--- src/rtl/syncer_pulse_pacer.sv ---
// Paces bursty event strobes into isolated pulse_out pulses spaced GAP_CYCLES apart; 1-cycle idle latency, no backpressure (backlog counted, sticky overflow when full).
// Optional SYNCER_PULSE_PACER_DROP_CNT_EN adds a saturating drop_cnt of events lost to overflow.
module syncer_pulse_pacer #(
  parameter int CNT_W      = 8,
  parameter int GAP_CYCLES = 16
) (
  input  logic             clk,
  input  logic             resetn,
  input  logic             event_in,
  input  logic             flush,
  input  logic             overflow_clr,
  output logic             pulse_out,
  output logic [CNT_W-1:0] pending,
  output logic             busy,
`ifdef SYNCER_PULSE_PACER_DROP_CNT_EN
  output logic [15:0]      drop_cnt,
`endif
  output logic             overflow
);

  typedef enum logic [1:0] {IDLE, PULSE, GAP} state_t;

  localparam logic [CNT_W-1:0] PEND_MAX = '1;
  localparam logic [15:0]      GAP_LOAD = 16'(GAP_CYCLES - 2);

  state_t           state, state_nxt;
  logic [15:0]      gap_cnt, gap_cnt_nxt;
  logic [CNT_W-1:0] pending_nxt;
  logic             launch;
  logic             ovf_evt;

  always_comb begin
    launch      = (state == IDLE) && ((pending != '0) || event_in) && !flush;
    ovf_evt     = event_in && !flush && !launch && (pending == PEND_MAX);
    pending_nxt = pending;
    if (flush) begin
      pending_nxt = '0;
    end else if (event_in && !launch) begin
      if (pending != PEND_MAX) pending_nxt = pending + CNT_W'(1);
    end else if (!event_in && launch) begin
      pending_nxt = pending - CNT_W'(1);
    end
  end

  always_comb begin
    state_nxt   = state;
    gap_cnt_nxt = gap_cnt;
    case (state)
      IDLE: if (launch) state_nxt = PULSE;
      PULSE: begin
        // With a 2-cycle gap the single idle cycle already provides the spacing.
        if (GAP_CYCLES > 2) begin
          state_nxt   = GAP;
          gap_cnt_nxt = GAP_LOAD;
        end else begin
          state_nxt = IDLE;
        end
      end
      GAP: begin
        gap_cnt_nxt = gap_cnt - 16'd1;
        if (gap_cnt == 16'd1) state_nxt = IDLE;
      end
      default: state_nxt = IDLE;
    endcase
  end

  always_ff @(posedge clk or negedge resetn) begin
    if (!resetn) begin
      state     <= IDLE;
      gap_cnt   <= '0;
      pending   <= '0;
      pulse_out <= 1'b0;
      busy      <= 1'b0;
      overflow  <= 1'b0;
    end else begin
      state     <= state_nxt;
      gap_cnt   <= gap_cnt_nxt;
      pending   <= pending_nxt;
      pulse_out <= (state_nxt == PULSE);
      busy      <= (state_nxt != IDLE) || (pending_nxt != '0);
      overflow  <= ovf_evt || (overflow && !overflow_clr);
    end
  end

`ifdef SYNCER_PULSE_PACER_DROP_CNT_EN
  logic [15:0] drop_cnt_nxt;

  always_comb begin
    drop_cnt_nxt = drop_cnt;
    if (overflow_clr) begin
      drop_cnt_nxt = ovf_evt ? 16'd1 : 16'd0;
    end else if (ovf_evt && (drop_cnt != 16'hFFFF)) begin
      drop_cnt_nxt = drop_cnt + 16'd1;
    end
  end

  always_ff @(posedge clk or negedge resetn) begin
    if (!resetn) drop_cnt <= '0;
    else         drop_cnt <= drop_cnt_nxt;
  end
`endif

endmodule

--- config.mk ---
export PLATFORM = sky130hd
export DESIGN_NAME = syncer_pulse_pacer
export DESIGN_NICKNAME = d
export VERILOG_FILES = /design/src/rtl/syncer_pulse_pacer.sv
export SDC_FILE = /design/constraint.sdc
export NUM_CORES = 1
export LEC_CHECK = 0
export BUFFER_PORTS_ARGS = -buffer_cell sky130_fd_sc_hd__clkbuf_2
export CELL_PAD_IN_SITES_DETAIL_PLACEMENT = 1
export CELL_PAD_IN_SITES_GLOBAL_PLACEMENT = 2
export CORE_ASPECT_RATIO = 1.2
export CORE_MARGIN = 1.5
export CORE_UTILIZATION = 40
export CTS_CLUSTER_DIAMETER = 40
export DETAILED_ROUTE_END_ITERATION = 8
export PLACE_DENSITY = 0.92
export SETUP_SLACK_MARGIN = 0.3
export SLEW_MARGIN = 15
export SYNTH_ARGS = -nofsm -noshare
export SYNTH_HDL_FRONTEND = slang
export SYNTH_SLANG_ARGS = --single-unit
--- constraint.sdc ---
create_clock -name clk -period 3.1 [get_ports clk]
set_clock_uncertainty 0.05 [all_clocks]
set_input_delay 0.155 -clock clk [delete_from_list [all_inputs] [get_ports clk]]
set_output_delay 0.155 -clock clk [all_outputs]
set_load 0.05 [all_outputs]
Word-level counts from Yosys, hierarchy flattened --
Index checks and enable logic that the tools add are counted.
Word-level totals: register bits 29, input port bits 5, output and inout port bits 11, logic and storage cells 43
Operators by class: add/subtract/negate cells 3, equal/unequal tests 6, mux-type cells 8, reductions and logical operators 20
Operator list (number):
- two-way mux 8 bit | 4
- case mux 16 bit (2 select lines) | 1
- equality test 16 x 1 -> 1 bit (second input constant) | 1
- nonzero test 8 bit | 2
- subtractor 16 x 1 -> 16 bit (second input constant) | 1
- adder 8 x 1 -> 8 bit (second input constant) | 1
- equality test 8 bit (second input constant) | 1
- logical AND 1 bit | 8
- inequality test 8 bit (second input constant) | 1
- subtractor 8 x 1 -> 8 bit (second input constant) | 1
- case mux 2 bit (3 select lines) | 1
- equality test 2 x 1 -> 1 bit (second input constant) | 2
- logical NOT 1 bit | 4
- two-way mux 2 bit | 2
- nonzero test 2 bit | 2
- logical OR 1 bit | 3
- equality test 2 bit (second input constant) | 1
- logical NOT 2 bit | 1

Depth between registers and ports, before layout --
depth after elaboration 10, gate-level depth with buffers 8

Least setup slack after synthesis --
No wires, ideal clock.
kind register to register, start reg pending[0], end reg busy, setup time 0.135 ns, arrival 2.179 ns, slack 0.736 ns, cell stages (with the launch flop) 9, path buffers 0, clock period less this slack 2.364 ns, cells stage by stage dfrtp_1 -> inv_1 -> ha_1 -> nor4b_2 -> a31o_2 -> a32oi_1 -> o31ai_1 -> nor4_1 -> nand4b_1
RTL lines:
- from (decl) | line 13 | output logic [CNT_W-1:0] pending,
- from (signal assigned) | line 78 | pending <= pending_nxt;
- nonzero test 8 bit | line 33 | launch = (state == IDLE) && ((pending != '0) || event_in) && !flush;
- logical OR 1 bit | line 33
- logical AND 1 bit (2 in series) | line 33
- two-way mux 2 bit | line 49 | IDLE: if (launch) state_nxt = PULSE;
- case mux 2 bit (3 select lines) | line 48 | case (state)
- named net state_nxt[1] | line 26 | state_t state, state_nxt;
- nonzero test 2 bit | line 80 | busy <= (state_nxt != IDLE) || (pending_nxt != '0);
- logical OR 1 bit | line 80
- to (signal assigned) | line 80
- to (decl) | line 14 | output logic busy,
The timed path passes the listed nets, and every way through them passes these cells. A chain may end at the register's enable or synchronous reset.

Worst setup path after layout --
start reg pending[0], end reg busy
On the way: longest elaborated chain between the ends 10
Ends and longest elaborated chain:
- branches (longest 6 deep; another with subtractor 8 x 1 -> 8 bit)
- two-way mux 8 bit * | line 38 | end else if (event_in && !launch) begin
- two-way mux 8 bit * | line 36 | if (flush) begin
- named net pending_nxt[2] | line 28 | logic [CNT_W-1:0] pending_nxt;
- nonzero test 8 bit * | line 80
- logical OR 1 bit * | line 80
Mark *: on every way through the listed nets, which the timed path passes.

==> impl_metrics.env <==
export IMPL_final_min_clock_period_ns=2.469
export IMPL_drtAntennaViolNets=0
export IMPL_endpoint_kind="flop"
export IMPL_crit_buf_inv=1
export IMPL_grt_overflow=0
export IMPL_drive_above_1_share_pct=16.27
export IMPL_regToRegStartpoint="pending[0]"
export IMPL_cts_clk_slew_worst_paths_ns=0.07
export IMPL_dr_pass1_iters=4
export IMPL_synth_area_leaders="dfrtp_1 40%, ha_1 5.6%, nor2_1 5.0%"
export IMPL_syn2layout_area_growth_pct=14.56
export IMPL_ios=16
export IMPL_die_y_um=76.39
export IMPL_timing_fmax_ghz=0.4050
export IMPL_synthFlopType="dfrtp_1"
export IMPL_power_density_nw_per_um2=825.0
export IMPL_cts_made_buffers=5
export IMPL_r2r_end="busy"
export IMPL_dpl_cell_count=256
export IMPL_rows=26
export IMPL_crit_family="compound AO/OA/AOI/OAI gates"
export IMPL_worst_pin_slew_ns=0.8178
export IMPL_antenna_cells=0
export IMPL_synth_edff_count=0
export IMPL_grt_pass1_vias=1747
export IMPL_grt_start_max_net_pins=30
export IMPL_gp_congestion=0.8483
export IMPL_cp_arrival_ns=2.58
export IMPL_grt_usage_pct=21.67
export IMPL_rsz0062_at_grt="no"
export IMPL_num_vias=1581
export IMPL_worstHoldPathType="input port to flop"
export IMPL_hold_depth=3
export IMPL_root_buffer="clkbuf_8"
export IMPL_reg2reg_depth=8
export IMPL_min_to="overflow"
export IMPL_synth_async_reset_ratio_pct=100.0
export IMPL_tns_ns=0
export IMPL_layout_commonest_cell="dfrtp_1"
export IMPL_start_kind="flop"
export IMPL_initialDrtViolationCount=81
export IMPL_cts_resized=0
export IMPL_irDropWorstVdd_v=0.0004107
export IMPL_start_util_pct=41.81
export IMPL_hold_viol_final=0
export IMPL_drc=0
export IMPL_worstSetupPathType="flop to flop"
export IMPL_final_instance_count_excl_fill=265
export IMPL_crit_chain="inv_1 -> ha_1 -> nor4b_2 -> nand2_1 -> a311oi_1 -> a311oi_1 -> a211oi_1 -> nand4b_1"
export IMPL_ys_warnings_count=0
export IMPL_maxSlewViolCount=0
export IMPL_status="completed"
export IMPL_synth_distinct_cells=48
export IMPL_cts_tree="yes"
export IMPL_die_area_um2=4901
export IMPL_ys_seq_area_share_pct=40.42
export IMPL_cp_max_fo=7
export IMPL_crit_top_cell="a311oi_1"
export IMPL_utilization_pct=47.90
export IMPL_io_buffers=15
export IMPL_finalWirelength_mm=4.715
export IMPL_ys_ff_latch=29
export IMPL_die_w_um=64.16
export IMPL_mostFrequentLayoutCells="29 x dfrtp_1, 24 x nor2_1, 15 x clkbuf_2"
export IMPL_max_cap_viol_count=0
export IMPL_htree_num_levels=2
export IMPL_fin_crit_sh_pct=79.65
export IMPL_max_stage_delay_ns=0.45
export IMPL_clk_latency_ns=0.28
export IMPL_via_per_inst=5.966
export IMPL_synth_top_area_share_pct=40.42
export IMPL_dp_hpwl_mm=3.472
export IMPL_syn_inst=191
export IMPL_final_nets=221
export IMPL_syn_area_um2=1795
export IMPL_grt_antenna_before_repair=0
export IMPL_r2r_slack_ns=0.63
export IMPL_setup_viol=0
export IMPL_core_um2=4294
export IMPL_final_fill_count=529
export IMPL_wire_per_inst_um=17.79
export IMPL_power_mw=1.697
export IMPL_cts_buffer_depth=2
export IMPL_required_ns=3.21
export IMPL_syn_avg_cell_area_um2=9.400
export IMPL_leakage_nw=0.9067
export IMPL_grt_pass1_wl_mm=8.300
export IMPL_synth_top_area_cell="dfrtp_1"
export IMPL_slew_limit_headroom_pct=45.37
export IMPL_hp_start="overflow_clr"
export IMPL_cts_sinks=29
export IMPL_synthesis_nets=204
export IMPL_cp_slowest_cell="dfrtp_1"
==> cell families (layout without fill, tap and decap cells) <==
group                      count (synthesis)  in the layout  share of synthesized area (%)
AOI/OAI and AO/OA                         42             42                          16.59
xor gates and xnor gates                  10             10                          4.878
adders and majority gates                  8              8                          5.575
buffers and inverters                     18             36                          4.042
DFF                                       29             29                          40.42
muxes                                      1              1                         0.6271
and+or+nand+nor                           83             83                          27.87
==> through the flow <==
step           hold slack, ns  worst slack [ns]  instance area (µm²)
6_report              0.08733            0.6309                 2057
5_1_grt               0.09829            0.3971                 2057
4_1_cts               0.08841            0.6270                 2057
3_5_place_dp           0.2058            0.6675                 1913
3_3_place_gp           0.1934            0.7388                 1913
2_1_floorplan         -0.1906            0.7360                 1795
==> worst max-delay path by stage <==
| stage | slack (ns) | from | end | cells after the start |
|---|---|---|---|---|
| final | 0.63 | pending[0] | busy | 8 |
| after global placement | 0.74 | pending[0] | busy | 8 |
| after detailed placement | 0.67 | pending[0] | busy | 8 |
| after CTS | 0.63 | pending[0] | busy | 8 |
| after floorplan | 0.74 | pending[0] | busy | 8 |
| after global routing | 0.40 | pending[0] | busy | 8 |
==> cells in the mapped netlist (all sizes together), types with 2 or more instances <==
cell type	instances
and2	3
and4b	2
a32oi	2
nor3b	3
ha	8
or3	7
a311oi	2
a211oi	2
nand2	4
o31ai	4
nor2	24
clkbuf	2
dfrtp	29
a311o	2
a21oi	10
nor4b	2
nand4	3
nand4b	3
nor3	8
buf	4
xnor2	10
o21ai	9
inv	12
nor2b	2
or4b	2
nor4	5
nand3	10
and3	2
==> per-layer routing <==
layer,GRT usage [%],share of wire [%]
met4,12.13,3.5
met1,22.98,39
met2,39.48,55
met5,0,0
met3,3.840,2.7
==> worst register-to-register path: cells and delay by family (launching register included) <==
kind / cells / cell delay [ns]
buffers and inverters: 1 / 0.12
DFF: 1 / 0.45
AOI/OAI and AO/OA: 3 / 0.73
and+or+nand+nor: 3 / 0.70
adders and majority gates: 1 / 0.30
==> registers in the layout (all words and copies together), names as in the netlist <==
name and count:
gap_cnt 16, pending 8, state 2, busy 1
overflow 1, pulse_out 1
==> report_power, final <==
part	total, mW	switching, mW	leakage, nW	internal (mW)
Clock	0.470	0.151	0.0681	0.319
Sequential	0.525	0.0882	0.379	0.437
Combinational	0.702	0.481	0.460	0.221
Total	1.70	0.720	0.907	0.977
==> area by class of cell <==
| type | instances | area, µm² | share of cell area (%) |
|---|---|---|---|
| Sequential cell | 29 | 725.7 | 35.28 |
| Clock buffer | 5 | 68.82 | 3.346 |
| Multi-Input combinational cell | 144 | 997.2 | 48.48 |
| Timing Repair Buffer | 16 | 85.08 | 4.136 |
| Tap cell | 56 | 70.07 | 3.406 |
| Clock inverter | 3 | 65.06 | 3.163 |
| Inverter | 12 | 45.04 | 2.190 |
==> what timing repair did <==
item	CTS	global route
buffers inserted	0	0
endpoints found under the hold margin	29	0
setup endpoints to repair	0	0
hold buffers	1	0
No activity file was read; power rests on OpenSTA's default activity.
